$ cat config.mk
export PLATFORM = sky130hd
export DESIGN_NAME = atm_account_store
export DESIGN_NICKNAME = d
export VERILOG_FILES = /design/src/rtl/atm_account_store.sv
export SDC_FILE = /design/constraint.sdc
export NUM_CORES = 1
export LEC_CHECK = 0
export BUFFER_PORTS_ARGS = -buffer_cell sky130_fd_sc_hd__buf_2
export CAP_MARGIN = 15
export CORE_MARGIN = 4
export CORE_UTILIZATION = 56
export CTS_CLUSTER_SIZE = 12
export DETAILED_ROUTE_END_ITERATION = 8
export GPL_TIMING_DRIVEN = 1
export PLACE_DENSITY_LB_ADDON = 0.08
export REMOVE_ABC_BUFFERS = 1
export SLEW_MARGIN = 20
export SYNTH_ARGS = -nofsm -noshare
export SYNTH_HDL_FRONTEND = slang
export SYNTH_SLANG_ARGS = --single-unit
$ cat constraint.sdc
create_clock -name clk -period 4.1 [get_ports clk]
set_input_delay 0.82 -clock clk [delete_from_list [all_inputs] [get_ports clk]]
set_output_delay 0.82 -clock clk [all_outputs]
set_load 0.05 [all_outputs]
$ cat src/rtl/atm_account_store.sv
// Account-database responder for the ATM controller: sequential table scan, balance update, valid/ready request and response.
// Optional macro ATM_PIN_LOCKOUT_EN adds a per-account failed-PIN counter that locks the account at 3 failures.
module atm_account_store #(
  parameter int NUM_ACCOUNTS    = 8,
  parameter int ACC_W           = 12,
  parameter int PIN_W           = 4,
  parameter int BAL_W           = 11,
  parameter int AMT_W           = 12,
  parameter int DEFAULT_BALANCE = 500
) (
  input  logic             clk,
  input  logic             rst,
  input  logic             reqValid,
  output logic             reqReady,
  input  logic [1:0]       reqOp,
  input  logic [ACC_W-1:0] reqAccNumber,
  input  logic [PIN_W-1:0] reqPin,
  input  logic [AMT_W-1:0] reqAmount,
  output logic             respValid,
  input  logic             respReady,
  output logic             respFound,
  output logic             respAuth,
  output logic             respError,
  output logic [BAL_W-1:0] respBalance
);

  typedef enum logic [1:0] {IDLE, SCAN, EXEC, RESP} state_t;

  localparam int IDX_W = $clog2(NUM_ACCOUNTS);
  localparam int SUM_W = ((AMT_W > BAL_W) ? AMT_W : BAL_W) + 1;
  localparam logic [1:0] OP_FIND = 2'b00, OP_AUTH = 2'b01, OP_DEBIT = 2'b10, OP_CREDIT = 2'b11;

  function automatic logic [ACC_W-1:0] acc_of(input logic [IDX_W-1:0] i);
    case (int'(i))
      0:       return ACC_W'(2749);
      1:       return ACC_W'(2175);
      2:       return ACC_W'(2429);
      3:       return ACC_W'(2514);
      4:       return ACC_W'(2178);
      5:       return ACC_W'(2893);
      6:       return ACC_W'(2816);
      7:       return ACC_W'(2351);
      default: return '0;
    endcase
  endfunction

  // Each entry's PIN equals its table index.
  function automatic logic [PIN_W-1:0] pin_of(input logic [IDX_W-1:0] i);
    return PIN_W'(i);
  endfunction

  state_t           state;
  logic [IDX_W-1:0] idx_q;
  logic             found_q;
  logic [BAL_W-1:0] bal [NUM_ACCOUNTS];
  logic [1:0]       op_q;
  logic [ACC_W-1:0] acc_q;
  logic [PIN_W-1:0] pin_q;
  logic [AMT_W-1:0] amt_q;
`ifdef ATM_PIN_LOCKOUT_EN
  logic [1:0]       fails [NUM_ACCOUNTS];
`endif

  logic             pin_eq, locked, auth_ok, debit_ok, credit_ok;
  logic [BAL_W-1:0] cur_bal, new_bal, x_bal;
  logic [SUM_W-1:0] sum;
  logic             x_auth, x_err, wr_en;

  // Result of the EXEC cycle, computed from the latched request and matched entry.
  always_comb begin
    cur_bal   = bal[idx_q];
    pin_eq    = (pin_q == pin_of(idx_q));
`ifdef ATM_PIN_LOCKOUT_EN
    locked    = (fails[idx_q] == 2'd3);
`else
    locked    = 1'b0;
`endif
    auth_ok   = found_q && pin_eq && !locked;
    sum       = SUM_W'(cur_bal) + SUM_W'(amt_q);
    debit_ok  = auth_ok && (SUM_W'(amt_q) <= SUM_W'(cur_bal));
    credit_ok = found_q && (sum <= SUM_W'((2 ** BAL_W) - 1));
    new_bal   = cur_bal;
    x_auth    = 1'b0;
    x_err     = 1'b0;
    wr_en     = 1'b0;
    case (op_q)
      OP_FIND: x_err = !found_q;
      OP_AUTH: begin
        x_auth = auth_ok;
        x_err  = !auth_ok;
      end
      OP_DEBIT: begin
        x_auth = auth_ok;
        x_err  = !debit_ok;
        wr_en  = debit_ok;
        new_bal = cur_bal - BAL_W'(amt_q);
      end
      default: begin
        x_err   = !credit_ok;
        wr_en   = credit_ok;
        new_bal = sum[BAL_W-1:0];
      end
    endcase
    x_bal = found_q ? (wr_en ? new_bal : cur_bal) : '0;
  end

  // Request fields are plain data, captured only on accept.
  always_ff @(posedge clk) begin
    if (state == IDLE && reqValid && reqReady) begin
      op_q  <= reqOp;
      acc_q <= reqAccNumber;
      pin_q <= reqPin;
      amt_q <= reqAmount;
    end
  end

  always_ff @(posedge clk or posedge rst) begin
    if (rst) begin
      state       <= IDLE;
      reqReady    <= 1'b1;
      respValid   <= 1'b0;
      respFound   <= 1'b0;
      respAuth    <= 1'b0;
      respError   <= 1'b0;
      respBalance <= '0;
      idx_q       <= '0;
      found_q     <= 1'b0;
      for (int i = 0; i < NUM_ACCOUNTS; i++) begin
        bal[i] <= BAL_W'(DEFAULT_BALANCE);
`ifdef ATM_PIN_LOCKOUT_EN
        fails[i] <= 2'd0;
`endif
      end
    end else begin
      case (state)
        IDLE: begin
          if (reqValid && reqReady) begin
            idx_q    <= '0;
            found_q  <= 1'b0;
            reqReady <= 1'b0;
            state    <= SCAN;
          end
        end
        SCAN: begin
          if (acc_of(idx_q) == acc_q) begin
            found_q <= 1'b1;
            state   <= EXEC;
          end else if (idx_q == IDX_W'(NUM_ACCOUNTS - 1)) begin
            state <= EXEC;
          end else begin
            idx_q <= idx_q + 1'b1;
          end
        end
        EXEC: begin
          respValid   <= 1'b1;
          respFound   <= found_q;
          respAuth    <= x_auth;
          respError   <= x_err;
          respBalance <= x_bal;
          if (wr_en) bal[idx_q] <= new_bal;
`ifdef ATM_PIN_LOCKOUT_EN
          if (found_q && (op_q == OP_AUTH || op_q == OP_DEBIT)) begin
            if (!pin_eq && fails[idx_q] != 2'd3) fails[idx_q] <= fails[idx_q] + 2'd1;
            else if (pin_eq && !locked)          fails[idx_q] <= 2'd0;
          end
`endif
          state <= RESP;
        end
        default: begin
          if (respValid && respReady) begin
            respValid   <= 1'b0;
            respFound   <= 1'b0;
            respAuth    <= 1'b0;
            respError   <= 1'b0;
            respBalance <= '0;
            reqReady    <= 1'b1;
            state       <= IDLE;
          end
        end
      endcase
    end
  end

endmodule

==> flow_summary_export.csv, run 1 <==
group,metric,value,unit
run_status,outcome,"complete, but fails checks",
run_status,violations,"negative setup slack",
clock_network,cts_buffers,17,
logic_synthesis,postSynthCellCount,700,
logic_synthesis,synth_area,8230,µm²
clock_network,cts.path.max_buffers,2,
detailed_routing,drt-initial-drc-count,459,
detailed_routing,wirelength,23200,µm
logic_synthesis,ys_warn_count,0,
timing,tns,-2.87,ns
floorplanning,initial_core_util,56.8,%
detailed_routing,ant_nets,0,
critical_path,start_kind,"flop",
logic_synthesis,synth_top_cell_area_share,18.6,%
place,routabilityCongestion,0.932,
critical_path,crit_chain,"buf_4 > buf_6 > mux2i_1 > mux4_2 > o21a_4 > ha_4 > nor2_1 > a2111oi_4 > buf_4 > o21ai_4 > a2111oi_4 > mux2i_4 > a2111oi_4 > buf_6 > mux2_4",
logic_synthesis,synth_top_cell_by_area,"dfrtp_1",
cells_and_area,nets,954,
clock_network,path_clk_slew,0.06,ns
logic_synthesis,ys_seq_area_share,45.1,%
critical_path,crit_type,"reg -> reg",
critical_path,worst_ep_required_time,4.40,ns
detailed_routing,first_pass_iters,7,
global_route,grt-ovfl-total,0,
pwr,leakagePower,0.00470,µW
detailed_routing,avgRoutedWirePerCell,21.7,µm
cells_and_area,fillers,985,
critical_path,crit_buf_inv,4,
cells_and_area,antenna_cells,0,
cells_and_area,final_area,10600,µm²
logic_synthesis,yosysMostFrequentCell,"mux2_2",
critical_path,slowest_delay,0.51,ns
floorplanning,die_area,16700,µm²
timing,finalSetupViolations,53,
clock_network,root_buffer,"clkbuf_16",
timing,period_share,103,%
timing,relSlewSlack,38.4,%
logic_synthesis,async_flop_share,78.6,%
pwr,powerDensity,276,nW/µm²
timing,drv_slew,0,
logic_synthesis,synth-edff-count,30,
timing,worst_pin_slew,0.924,ns
logic_synthesis,ys_ff_latch,140,
clock_network,cts_tree,"built",
critical_path,endpoint_kind,"flop",
logic_synthesis,syn_avg_cell_area,11.8,µm²
timing,clock-skew-final,0.0108,ns
worst_hold_path,hold_path_class,"reg -> reg",
floorplanning,ios,50,
detailed_routing,routed_via_density,6.03,
logic_synthesis,synthTopCellsByArea,"dfrtp_1 (19%), dfstp_2 (16%), edfxtp_1 (11%)",
clock_network,clock_sinks,140,
place,hpwl,16900,µm
cells_and_area,area_delta_synth_final,29.3,%
logic_synthesis,ys_top_cells_by_count,"mux2_2 (75), dfrtp_1 (61), nand2_1 (50)",
pwr,ir_worst_vdd,0.296,mV
timing,period_minus_slack,4.21,ns
logic_synthesis,synth_ff_type,"dfrtp_1",
global_route,grt_pass1_wl,36500,µm
critical_path,crit_family,"compound AO/OA/AOI/OAI gates",
floorplanning,coreArea,14500,µm²
critical_path,cp_slowest_cell,"mux4_2",
place,dpl_cell_area,9440,µm²
floorplanning,rows,44,
place,io_buffers,49,
logic_synthesis,ys_types,83,
cells_and_area,drive_gt1_share,50.7,%
timing,max_freq,238,MHz
clock_network,clkLatencyLatePin,0.42,ns
critical_path,cp_common_cell,"a2111oi_4",
timing,setup_slack,-0.106,ns
global_route,grt_pass1_vias,6779,
detailed_routing,vias,6463,
run,maxCapViolCount,0,
critical_path,arrival,4.51,ns
floorplanning,fp.dieH,129,µm
timing,hold_viol,0,
global_route,antenna_found_initial,0,
detailed_routing,drc,0,
timing,rsz0062_at_grt,"yes",
cells_and_area,final_core_util,73.5,%
global_route,grt_max_degree,67,
clock_network,cts_hold_buf,0,
floorplanning,die_w,129,µm
global_route,gr-usage-all-layers,28.6,%
critical_path,path_max_fanout,7,
clock_network,h-tree-depth,4,
## metal layers
layer  track usage, %  wire length, µm  vias to the layer above
met3             5.73             1300                       44
met5                0                0                        -
met4             9.57              622                        0
li1                 -                -                     2929
met2             46.5            11200                      238
met1             38.7            10100                     3252
## worst reg2reg max path: stages (launching register included)
cell	delay [ns]
dfrtp_2	0.44
buf_4	0.15
buf_6	0.13
mux2i_1	0.12
mux4_2	0.51
o21a_4	0.17
ha_4	0.26
nor2_1	0.07
a2111oi_4	0.33
buf_4	0.19
o21ai_4	0.07
a2111oi_4	0.44
mux2i_4	0.21
a2111oi_4	0.47
buf_6	0.21
mux2_4	0.30
## logic make-up after synthesis
family / after synthesis / synth area share, %
buf+inv: 81 / 5.35
xor+xnor: 11 / 1.17
simple gates: 145 / 8.50
fa+ha+maj: 46 / 7.18
flops: 140 / 45.1
compound gates: 161 / 15.2
mux: 116 / 17.4
## final timing paths
| kind | endpoint | depth (start not counted) | from | slack, ns |
|---|---|---|---|---|
| min reg2reg | respBalance[2] | 2 | respBalance[2] | 0.49 |
| max reg2reg | bal[23] | 15 | idx_q[0] | -0.11 |
| min in group asynchronous | bal[43] | 2 | rst | 0.54 |
| max | bal[23] | 15 | idx_q[0] | -0.11 |
| max in group asynchronous | bal[39] | 3 | rst | 2.64 |
| min | respBalance[2] | 2 | respBalance[2] | 0.49 |
## cell type report
cell class | instances | area, µm² | area share [%]
multi-input combinational | 479 | 4540 | 42.7
sequential | 140 | 3720 | 35.0
timing repair buffer | 189 | 1410 | 13.2
clock buffer | 25 | 497 | 4.67
tap | 184 | 230 | 2.16
inverter | 47 | 179 | 1.68
clock inverter | 7 | 65.1 | 0.612
## report_power, final
| part | total, µW | internal (µW) | switching (µW) |
|---|---|---|---|
| sequential | 1430 | 1430 | 0 |
| combinational | 38.1 | 12.3 | 25.9 |
| clock | 1470 | 900 | 569 |
| total | 2930 | 2340 | 595 |
## flip-flops by register name (all words and copies together), names as in the netlist
signal and cells:
respAuth 1, amt_q 12, state 2, reqReady 1
respValid 1, respBalance 11, pin_q 4, found_q 1
op_q 2, acc_q 12, idx_q 3, bal 88
respError 1, respFound 1
## repair_timing
item,CTS,global route
setup endpoints to repair,99,97
pin swaps,13,13
buffers inserted,12,3
resized for setup,77,31
## layout by cell type (no fill, tap or decap), types with 28 or more instances in the layout
master,Yosys,layout
inv_1,46,37
mux2_2,75,62
a21oi_1,32,29
dfrtp_1,61,58
edfxtp_1,30,30
mux2_4,20,34
buf_4,1,122
dfstp_2,49,49
ha_1,44,31
buf_2,6,49
nand2_1,50,49
nor2_1,33,28
## per-stage QoR
step | instances | setup WS (ns) | power [µW] | hold slack (ns)
global placement | 1025 | -0.230 | 1490 | 0.457
CTS | 1068 | -0.0674 | 2950 | 0.488
global route | 1071 | -0.239 | 3010 | 0.511
detailed placement | 1025 | -0.344 | 1490 | 0.471
floorplan | 666 | -1.09 | 1470 | 0.474
finish | 1071 | -0.106 | 2930 | 0.493
(Power assumes the default switching activity.)
==> run 2, diff against run 1 <==
- CORE_ASPECT_RATIO: not set -> 0.5
- clock period: 4.1 -> 3.6 ns (I/O delays scaled with it)
==> flow_summary_export.csv, run 2 (synthesis results as in run 1) <==
group,metric,value,unit
run_status,outcome,"complete, but fails checks",
run_status,violations,"negative setup slack",
critical_path,path_max_fanout,5,
critical_path,crit_chain,"buf_6 > buf_6 > mux2_4 > a22oi_2 > nor2_2 > a221oi_2 > buf_4 > ha_4 > and4b_1 > nor2b_4 > a21boi_1 > o31a_1 > or3_4 > a2111oi_4 > buf_4 > mux2_4",
timing,worst_pin_slew,1.17,ns
cells_and_area,nets,977,
detailed_routing,first_pass_iters,5,
critical_path,start_kind,"flop",
detailed_routing,routed_via_density,6.08,
worst_hold_path,hold_path_class,"in -> async",
place,routabilityCongestion,0.934,
global_route,use_met2,45.0,%
timing,drv_slew,0,
critical_path,crit_buf_inv,4,
clock_network,path_clk_slew,0.07,ns
critical_path,r2r_slack,-0.68,ns
critical_path,arrival,4.60,ns
clock_network,cts_tree,"built",
timing,rsz0062_at_grt,"yes",
place,io_buffers,49,
clock_network,cts.path.max_buffers,2,
global_route,grt_pass1_wl,37800,µm
floorplanning,rows,30,
critical_path,slowest_delay,0.51,ns
timing,finalSetupViolations,100,
cells_and_area,final_common_cell,"buf_4",
clock_network,clkLatencyLatePin,0.43,ns
cells_and_area,area_delta_synth_final,32.8,%
clock_network,root_buffer,"clkbuf_16",
timing,hold_viol,0,
cells_and_area,most-common-layout-cells,"buf_4 (144), mux2_4 (65), dfrtp_1 (60)",
timing,clock-skew-final,0.0102,ns
detailed_routing,wirelength,24500,µm
run,maxCapViolCount,0,
cells_and_area,final_area,10900,µm²
timing,period_share,119,%
global_route,use_met1,41.0,%
detailed_routing,drt-initial-drc-count,653,
pwr,ir_worst_vdd,0.393,mV
floorplanning,ios,50,
timing,max_freq,234,MHz
clock_network,h-tree-depth,4,
critical_path,crit_type,"reg -> reg",
global_route,grtUsageMet3,7.73,%
cells_and_area,largest_reg_flops,88,
floorplanning,initial_core_util,58.9,%
global_route,grt-ovfl-total,0,
detailed_routing,vias,6701,
cells_and_area,top_regs,"bal (88), acc_q (12), amt_q (12)",
place,hpwl,16700,µm
place,dpl_cell_area,9590,µm²
cells_and_area,final_core_util,78.3,%
critical_path,worst_ep_required_time,3.91,ns
global_route,grt_max_degree,60,
floorplanning,die_w,179,µm
global_route,antenna_found_initial,0,
cells_and_area,drive_gt1_share,51.9,%
critical_path,crit_family,"compound AO/OA/AOI/OAI gates",
critical_path,endpoint_kind,"flop",
floorplanning,fp.dieH,93.7,µm
detailed_routing,avgRoutedWirePerCell,22.2,µm
global_route,grt_most_used_layer,"met2",
floorplanning,die_area,16800,µm²
critical_path,cp_slowest_cell,"a2111oi_4",
global_route,gr-usage-all-layers,29.0,%
pwr,leakagePower,0.00495,µW
pwr,powerDensity,323,nW/µm²
floorplanning,coreArea,14000,µm²
global_route,grt_pass1_vias,6752,
clock_network,clock_sinks,140,
timing,relSlewSlack,21.8,%
cells_and_area,largest-register,"bal",
timing,period_minus_slack,4.28,ns
clock_network,cts_buffers,17,
detailed_routing,ant_nets,0,
timing,tns,-50.89,ns
pwr,totalPowerFinal,3530,µW
timing,setup_slack,-0.682,ns
cells_and_area,antenna_cells,0,
detailed_routing,drc,0,
-- run 2: power by group --
group,internal (µW),switching [µW]
clock network,1100,769
logic,14.9,29.4
registers,1620,0
-- run 2: cell type report --
class | count | area, µm²
fillers | 879 | 3030
well taps | 192 | 240
clock buffers | 19 | 464
inverters | 47 | 186
multi-input cells | 479 | 4610
clock inverters | 13 | 150
flip-flops and latches | 140 | 3720
repair buffers | 212 | 1570
-- run 2: what timing repair did --
action / 4_1_cts / 5_1_grt
gates cloned: 1 / 0
pin swaps: 14 / 14
resized for setup: 74 / 62
endpoints found under the setup margin: 100 / 100
setup buffers: 9 / 7
hold buffers: 0 / 0
-- run 2: metrics by stage --
| step | setup slack [ns] | hold slack (ns) | instances |
|---|---|---|---|
| final | -0.682 | 0.426 | 1102 |
| after global routing | -0.786 | 0.448 | 1102 |
| after global placement | -0.882 | 0.461 | 1053 |
| after detailed placement | -0.964 | 0.473 | 1053 |
| after floorplan | -1.59 | 0.474 | 666 |
| after CTS | -0.664 | 0.443 | 1095 |
-- run 2: path summary, 6_finish.rpt --
path,startpoint,cells past startpoint,endpoint
min,rst,2,bal[67]
max in group asynchronous,rst,3,bal[15]
max reg2reg,idx_q[0],16,bal[12]
min reg2reg,respAuth,2,respAuth
max,idx_q[0],16,bal[12]
min in group clk,reqAmount[0],1,amt_q[0]
-- run 2: routing by layer --
layer,wire length (µm),up-vias
met5,0,-
met4,417,0
met3,2040,46
met2,11000,312
met1,11000,3364
li1,-,2979
-- run 2: worst register-to-register path, stage by stage, from the launching register on --
cell and delay [ns]:
dfrtp_1 0.40, buf_6 0.15, buf_6 0.13, mux2_4 0.30, a22oi_2 0.20, nor2_2 0.07
a221oi_2 0.24, buf_4 0.21, ha_4 0.21, and4b_1 0.22, nor2b_4 0.13, a21boi_1 0.13
o31a_1 0.30, or3_4 0.45, a2111oi_4 0.51, buf_4 0.23, mux2_4 0.30
==> run 3, diff against run 2 <==
- CORE_UTILIZATION: 56 -> 55
==> flow_summary_export.csv, run 3 (synthesis results as in run 1) <==
group,metric,value,unit
run_status,outcome,"complete, but fails checks",
run_status,violations,"negative setup slack",
pwr,ir_worst_vdd,0.344,mV
run,maxCapViolCount,0,
worst_hold_path,hold_path_class,"in -> async",
floorplanning,initial_core_util,56.6,%
critical_path,worst_ep_required_time,3.95,ns
floorplanning,die_w,181,µm
critical_path,r2r_slack,-0.75,ns
place,routabilityCongestion,0.914,
cells_and_area,fillers,841,
clock_network,cts_buffers,17,
pwr,powerDensity,304,nW/µm²
clock_network,path_clk_slew,0.07,ns
timing,hold_viol,0,
floorplanning,ios,50,
clock_network,cts_tree,"built",
critical_path,start_kind,"flop",
place,io_buffers,49,
detailed_routing,vias,6922,
critical_path,slowest_delay,0.46,ns
clock_network,clock_sinks,140,
detailed_routing,ant_nets,0,
floorplanning,rows,31,
floorplanning,fp.dieH,94.5,µm
cells_and_area,area_delta_synth_final,40.7,%
timing,setup_slack,-0.754,ns
global_route,grt_max_degree,63,
critical_path,endpoint_kind,"flop",
critical_path,r2r_start,"idx_q[2]",
cells_and_area,fin_cells,1131,
cells_and_area,nets,1000,
critical_path,r2r-end,"bal[24]",
timing,period_minus_slack,4.35,ns
cells_and_area,final_area,11600,µm²
cells_and_area,largest-register,"bal",
clock_network,cts.path.max_buffers,2,
global_route,gr-usage-all-layers,30.5,%
clock_network,clkLatencyLatePin,0.43,ns
detailed_routing,drc,0,
detailed_routing,routed_via_density,6.12,
detailed_routing,drt-initial-drc-count,659,
critical_path,arrival,4.71,ns
global_route,grt-ovfl-total,0,
cells_and_area,final_core_util,79.6,%
detailed_routing,first_pass_iters,5,
floorplanning,die_area,17100,µm²
critical_path,crit_end,"bal[24]",
cells_and_area,final_common_cell,"buf_4",
cells_and_area,top_regs,"bal (88), acc_q (12), amt_q (12)",
cells_and_area,drive_gt1_share,55.7,%
place,hpwl,16900,µm
timing,relSlewSlack,21.4,%
floorplanning,coreArea,14500,µm²
critical_path,cp-startpoint,"idx_q[2]",
clock_network,root_buffer,"clkbuf_16",
timing,max_freq,230,MHz
detailed_routing,avgRoutedWirePerCell,23.7,µm
critical_path,cp_common_cell,"buf_4",
global_route,grt_pass1_wl,40400,µm
timing,finalSetupViolations,100,
place,dpl_cell_area,9580,µm²
global_route,grt_pass1_vias,7142,
pwr,leakagePower,0.00518,µW
timing,worst_pin_slew,1.18,ns
clock_network,h-tree-depth,4,
critical_path,crit_type,"reg -> reg",
detailed_routing,wirelength,26800,µm
critical_path,path_max_fanout,6,
cells_and_area,most-common-layout-cells,"buf_4 (145), mux2_4 (88), dfrtp_1 (59)",
timing,period_share,121,%
cells_and_area,antenna_cells,0,
critical_path,crit_chain,"buf_4 > nor2b_2 > a221oi_2 > buf_4 > a31oi_2 > nor2_2 > buf_6 > inv_1 > ha_4 > and4b_2 > nor2b_4 > a21boi_1 > o31a_1 > or3_4 > a2111oi_4 > buf_4 > clkbuf_16 > mux2_4",
place,dpl.cell_count,1053,
timing,rsz0062_at_grt,"yes",
critical_path,r2r_cells,18,
timing,drv_slew,0,
timing,clock-skew-final,0.0103,ns
critical_path,cp_slowest_cell,"or3_4",
cells_and_area,largest_reg_flops,88,
clock_network,cts_hold_buf,0,
global_route,antenna_found_initial,0,
run 3: cell types whose count changed in the layout (fill, tap and decap cells not counted), sizes merged:
cell / previous run / this run
clkinvlp: 2 / 0
buf: 212 / 233
inv: 50 / 52
clkbuf: 19 / 21
run 3: where the power goes:
| group | switching (µW) | internal [µW] | leakage (µW) |
|---|---|---|---|
| Sequential | 0 | 1620 | 0.00157 |
| Clock | 775 | 1080 | 0.000303 |
| Combinational | 30.2 | 14.9 | 0.00331 |
| Total | 805 | 2720 | 0.00518 |
run 3: worst min path at each step:
stage	from	endpoint	slack (ns)	cells after the start
global route	reqAccNumber[6]	acc_q[6]	0.45	1
CTS	reqAccNumber[8]	acc_q[8]	0.45	1
floorplan	bal[55]	bal[55]	0.47	1
detailed placement	respAuth	respAuth	0.47	2
global placement	respAuth	respAuth	0.47	2
finish	rst	bal[67]	0.46	2
run 3: area by class of cell:
cell class	count	area [µm²]	share of cell area, %
Tap cell	198	248	2.14
Inverter	47	181	1.57
Clock inverter	13	154	1.33
Multi-Input combinational cell	479	4910	42.5
Clock buffer	19	453	3.91
Sequential cell	140	3720	32.1
Timing Repair Buffer	235	1910	16.5
run 3: per-layer routing:
metal	share of wire [%]	GRT usage [%]	wire (µm)
met1	44	42.7	11800
met2	45	47.6	12200
met3	8.8	8.35	2370
met4	1.6	7.80	419
met5	0	0	0
run 3: timing repair:
item | in CTS | in global routing
pin swaps | 24 | 27
gates cloned | 2 | 2
setup buffers | 26 | 21
resized for setup | 164 | 74
endpoints found under the setup margin | 100 | 100
run 3: critical path, delay by kind of cell (launching register included):
| kind | cells | cell delay [ns] |
|---|---|---|
| AO/OA/AOI/OAI | 5 | 1.17 |
| flip-flops | 1 | 0.45 |
| buffers and inverters | 6 | 0.90 |
| AND/OR/NAND/NOR | 5 | 1.22 |
| multiplexers | 1 | 0.29 |
| adder cells (fa/ha/maj) | 1 | 0.22 |
run 3: stage by stage:
stage               setup TNS [ns]  worst slack, ns  total power (µW)  hold slack (ns)
floorplan                  -141.88            -1.59              1670            0.474
global placement            -96.55            -1.14              1700            0.466
detailed placement         -104.99            -1.26              1700            0.474
CTS                         -49.89           -0.712              3520            0.453
global route                -71.72           -0.840              3600            0.446
finish                      -62.76           -0.754              3520            0.461
